## config.mk

```make
export PLATFORM = sky130hd
export DESIGN_NAME = lcd_hd44780_write_controller
export DESIGN_NICKNAME = d
export VERILOG_FILES = /design/src/rtl/lcd_hd44780_write_controller.sv
export SDC_FILE = /design/constraint.sdc
export NUM_CORES = 1
export LEC_CHECK = 0
export ABC_CLOCK_PERIOD_IN_PS = 2900
export CORE_ASPECT_RATIO = 0.75
export CORE_MARGIN = 1
export CORE_UTILIZATION = 52
export DETAILED_ROUTE_END_ITERATION = 7
export GPL_ROUTABILITY_DRIVEN = 0
export PLACE_DENSITY = 0.74
export SLEW_MARGIN = 25
export SYNTH_ARGS = -nofsm -noshare
export SYNTH_HDL_FRONTEND = slang
export SYNTH_SLANG_ARGS = --single-unit
```

## constraint.sdc

```tcl
create_clock -name clk -period 2.9 [get_ports clk]
set_input_delay 0.435 -clock clk [delete_from_list [all_inputs] [get_ports clk]]
set_output_delay 0.435 -clock clk [all_outputs]
set_load 0.005 [all_outputs]
```

## src/rtl/lcd_hd44780_write_controller.sv

```systemverilog
// Write-only HD44780 sequencer (8-bit bus): power-on wait, fixed init commands, then
// host command/data writes over valid/ready, with E strobe and execution waits from clk_mhz.
module lcd_hd44780_write_controller #(
  parameter int unsigned clk_mhz     = 50,
  parameter int unsigned power_on_us = 15000,
  parameter int unsigned exec_us     = 40,
  parameter int unsigned clear_us    = 1640
) (
  input  logic       clk,
  input  logic       rst,
  input  logic       req_valid,
  input  logic       req_rs,
  input  logic [7:0] req_data,
  output logic       req_ready,
  output logic       init_done,
  output logic       lcd_rs,
  output logic       lcd_rw,
  output logic       lcd_e,
  output logic [7:0] lcd_d
);

  localparam int unsigned T1   = clk_mhz;
  localparam int unsigned TE   = exec_us * clk_mhz;
  localparam int unsigned TC   = clear_us * clk_mhz;
  localparam int unsigned TP   = power_on_us * clk_mhz;
  localparam int unsigned MaxA = (T1 > TE) ? T1 : TE;
  localparam int unsigned MaxB = (TC > TP) ? TC : TP;
  localparam int unsigned MaxT = (MaxA > MaxB) ? MaxA : MaxB;
  localparam int unsigned CntW = $clog2(MaxT + 1);

  // Counter is loaded with duration-1 on state entry; the state exits when it reads zero.
  localparam logic [CntW-1:0] T1Load = CntW'(T1 - 1);
  localparam logic [CntW-1:0] TeLoad = CntW'(TE - 1);
  localparam logic [CntW-1:0] TcLoad = CntW'(TC - 1);
  localparam logic [CntW-1:0] TpLoad = CntW'(TP - 1);

  localparam logic [2:0] LastIdx = 3'd5;

  typedef enum logic [2:0] {
    StPowerWait,
    StLoad,
    StSetup,
    StPulse,
    StHold,
    StExec,
    StIdle
  } state_e;

  state_e          state_q;
  logic [CntW-1:0] cnt_q;
  logic [2:0]      idx_q;
  logic            is_clear;

  function automatic logic [7:0] init_rom(input logic [2:0] i);
    case (i)
      3'd0, 3'd1, 3'd2: init_rom = 8'h38;
      3'd3:             init_rom = 8'h0C;
      3'd4:             init_rom = 8'h01;
      default:          init_rom = 8'h06;
    endcase
  endfunction

  // Clear Display / Return Home need the long execution wait.
  assign is_clear  = !lcd_rs && (lcd_d[7:2] == 6'd0) && (lcd_d[1:0] != 2'd0);
  assign req_ready = (state_q == StIdle);
  assign lcd_rw    = 1'b0;

  always_ff @(posedge clk) begin
    if (rst) begin
      state_q   <= StPowerWait;
      cnt_q     <= TpLoad;
      idx_q     <= 3'd0;
      init_done <= 1'b0;
      lcd_rs    <= 1'b0;
      lcd_e     <= 1'b0;
      lcd_d     <= 8'h00;
    end else begin
      case (state_q)
        StPowerWait: begin
          if (cnt_q == '0) begin
            state_q <= StLoad;
          end else begin
            cnt_q <= cnt_q - CntW'(1);
          end
        end
        StLoad: begin
          lcd_rs  <= 1'b0;
          lcd_d   <= init_rom(idx_q);
          cnt_q   <= T1Load;
          state_q <= StSetup;
        end
        StSetup: begin
          if (cnt_q == '0) begin
            lcd_e   <= 1'b1;
            cnt_q   <= T1Load;
            state_q <= StPulse;
          end else begin
            cnt_q <= cnt_q - CntW'(1);
          end
        end
        StPulse: begin
          if (cnt_q == '0) begin
            lcd_e   <= 1'b0;
            cnt_q   <= T1Load;
            state_q <= StHold;
          end else begin
            cnt_q <= cnt_q - CntW'(1);
          end
        end
        StHold: begin
          if (cnt_q == '0) begin
            cnt_q   <= is_clear ? TcLoad : TeLoad;
            state_q <= StExec;
          end else begin
            cnt_q <= cnt_q - CntW'(1);
          end
        end
        StExec: begin
          if (cnt_q != '0) begin
            cnt_q <= cnt_q - CntW'(1);
          end else if (init_done) begin
            state_q <= StIdle;
          end else if (idx_q < LastIdx) begin
            idx_q   <= idx_q + 3'd1;
            state_q <= StLoad;
          end else begin
            init_done <= 1'b1;
            state_q   <= StIdle;
          end
        end
        StIdle: begin
          if (req_valid) begin
            lcd_rs  <= req_rs;
            lcd_d   <= req_data;
            cnt_q   <= T1Load;
            state_q <= StSetup;
          end
        end
        default: begin
          state_q <= StPowerWait;
          cnt_q   <= TpLoad;
          idx_q   <= 3'd0;
        end
      endcase
    end
  end

endmodule
```

==> flow_summary.ini <==
[routing]
drt_iter0_drc = 385
wl_per_cell_um = 16.0
route.detailed.drc = 0
routed_wl_um = 6100
vias = 2394
drt-pass1-iter-count = 5
postRouteAntennaNets = 0
vias_per_cell = 6.28

[cts]
cts_hold_buf = 0
htreeDepth = 2
cts_buffers = 5
path_clk_slew_ns = 0.07
cts_tree = yes
cts_max_path_buffers = 2
insertion_delay_ns = 0.29
clock_sinks = 37
cts-root-buf = clkbuf_8

[worst_setup_path]
critPathArrivalTime_ns = 2.14
cp_slowest_cell = dfxtp_1
critPathCaptureType = output port
path_depth = 4
slowest_delay_ns = 0.55
cp_top_family = buffers and inverters
critical_path_class = register to output port
cp_max_fo = 12
path_cells = nor2b_2 > nand2_1 > inv_1 > clkdlybuf4s50_1
start_kind = register
critPathBufInv = 2
crit_required_ns = 2.47
ff2ff_path_depth = 7

[global_route]
grt_pass1_wl_um = 9970
antenna_found_initial = 0
grt_pass1_vias = 1968
grtUsageTotal_pct = 28.1
grt_remaining_overflow = 0
grt_max_degree = 26

[die]
core_um2 = 4100
num_rows = 20
die_width_um = 78.3
die-area_um2 = 4630
die_y_um = 59.2
initial_utilization_pct = 55.3
ios = 25

[placement]
place_area_um2 = 2540
port_buffers = 23
place_ws_ns = 0.494
placed_cells = 374
hpwlAfterDp_um = 4480

[timing]
slew_headroom_pct = 41.0
finalHoldViolations = 0
fin_setup_tns_ns = 0
maxSlewViolCount = 0
post-route-period-util_pct = 88.8
worst_pin_slew_ns = 0.882
holdWs_ns = 0.483
rsz0062_at_grt = false
skew_ns = 0.00291
fmaxAchievable_mhz = 388
min_period_ns = 2.58
setup_viol = 0
worst_slack_ns = 0.323

[finish]
areaGrowthSynthToFinish_pct = 15.9
nets = 344
final_core_util_pct = 64.1
drive_gt1_share_pct = 7.36
seqCellArea_um2 = 741
layout.cells.non_filler = 381
antenna_cells = 0
final_area_um2 = 2630
multiInputGateArea_um2 = 1380
fillers = 377

[outcome]
status = finished clean

[min_path]
hold_path.class = register to register
holdPathStages = 2

[synth]
seq_area_frac_synth_pct = 32.7
synth_edf_count = 0
ys_types = 57
synth_top_area_share_pct = 32.7
ys_warn_count = 0
synth_area_leaders = dfxtp_1 (33%), nor2_1 (6.8%), a21oi_1 (6.4%)
ys_top_cells_by_count = nor2_1 (41), dfxtp_1 (37), a21oi_1 (29)
yosys_most_used_dff = dfxtp_1
synth_area_leader_cell = dfxtp_1
ys_async_sr_fraction_pct = 0
avgSynthCellArea_um2 = 7.44
synth_most_common_cell = nor2_1
synthCells = 305
syn-num-nets = 323
netlist_area_um2 = 2270
ys_seq_elements = 37

[power]
p_per_area_nw_per_um2 = 354
p_leak_nw = 0.950
power_uw = 930
ir_worst_vdd_mv = 0.257

[flow_run]
maxCapViolations = 0
==> timing repair <==
| item | in CTS | in global routing |
|---|---|---|
| resized for setup | 0 | 1 |
| setup buffers | 0 | 0 |
| setup endpoints to repair | 0 | 1 |
==> final timing paths <==
path	from	end	slack, ns
worst max-delay path	state_q[2]$_SDFFE_PP0P_	req_ready	0.32
worst max register to register	cnt_q[10]$_SDFFE_PP0P_	cnt_q[13]$_SDFFE_PP1P_	0.44
worst min register to register	lcd_e$_SDFFE_PP0P_	lcd_e$_SDFFE_PP0P_	0.48
worst min-delay path	lcd_e$_SDFFE_PP0P_	lcd_e$_SDFFE_PP0P_	0.48
==> state kept, by name (all words and copies together), names as in the netlist <==
| signal | count |
|---|---|
| state_q | 3 |
| cnt_q | 20 |
| lcd_d | 8 |
| lcd_rs | 1 |
| lcd_e | 1 |
| idx_q | 3 |
| init_done | 1 |
==> cell usage in the layout, fill, tap and decap left out, drive strengths merged, types with 3 or more instances in the layout <==
cell type and n:
buf 9, o21ai 21, o31ai 4, nand2b 3, ha 6, nor2 41, dfxtp 37, clkbuf 7
clkdlybuf4s50 23, a221oi 4, a2111oi 3, nand2 28, o211a 3, nor3 13, inv 14, o211ai 4
a22oi 3, a21oi 29, or3 5, nor4 10, nand3 5, a311oi 3, nor3b 4, or4 6
a31oi 8, o22ai 4
==> cells by family after synthesis <==
family	count (synthesis)	share of synthesized area, %
adders and majority gates	6	3.31
other	1	0.165
AOI/OAI and AO/OA	99	28.6
xor gates and xnor gates	3	1.16
and+or+nand+nor	127	27.6
buffers and inverters	32	6.45
DFF	37	32.7
==> worst min-delay path: cells and delay by family (launching register included) <==
| kind | cells | cell delay, ns |
|---|---|---|
| compound gates | 2 | 0.12 |
| flops | 1 | 0.31 |
==> layout make-up <==
cell class,count,area share (%)
well taps,55,2.62
flip-flops and latches,37,28.2
multi-input cells,236,52.6
inverters,14,2.00
repair buffers,32,11.3
clock buffers,7,3.28
==> power breakdown <==
group          switching (mW)  internal, mW  leakage (nW)  total [mW]
Combinational          0.0214        0.0228         0.607      0.0442
Sequential            0.00554         0.511         0.299       0.517
Clock                   0.180         0.189        0.0443       0.369
Total                   0.207         0.723         0.950       0.930
==> routing by layer <==
| metal | GRT usage, % | vias up | part of all wire [%] |
|---|---|---|---|
| li1 | - | 1167 | - |
| met1 | 44.2 | 1094 | 50 |
| met2 | 37.7 | 126 | 39 |
| met3 | 5.69 | 7 | 10 |
| met4 | 7.67 | 0 | 0.97 |
| met5 | 0 | - | 0 |
No activity file was read; power rests on OpenSTA's default activity.
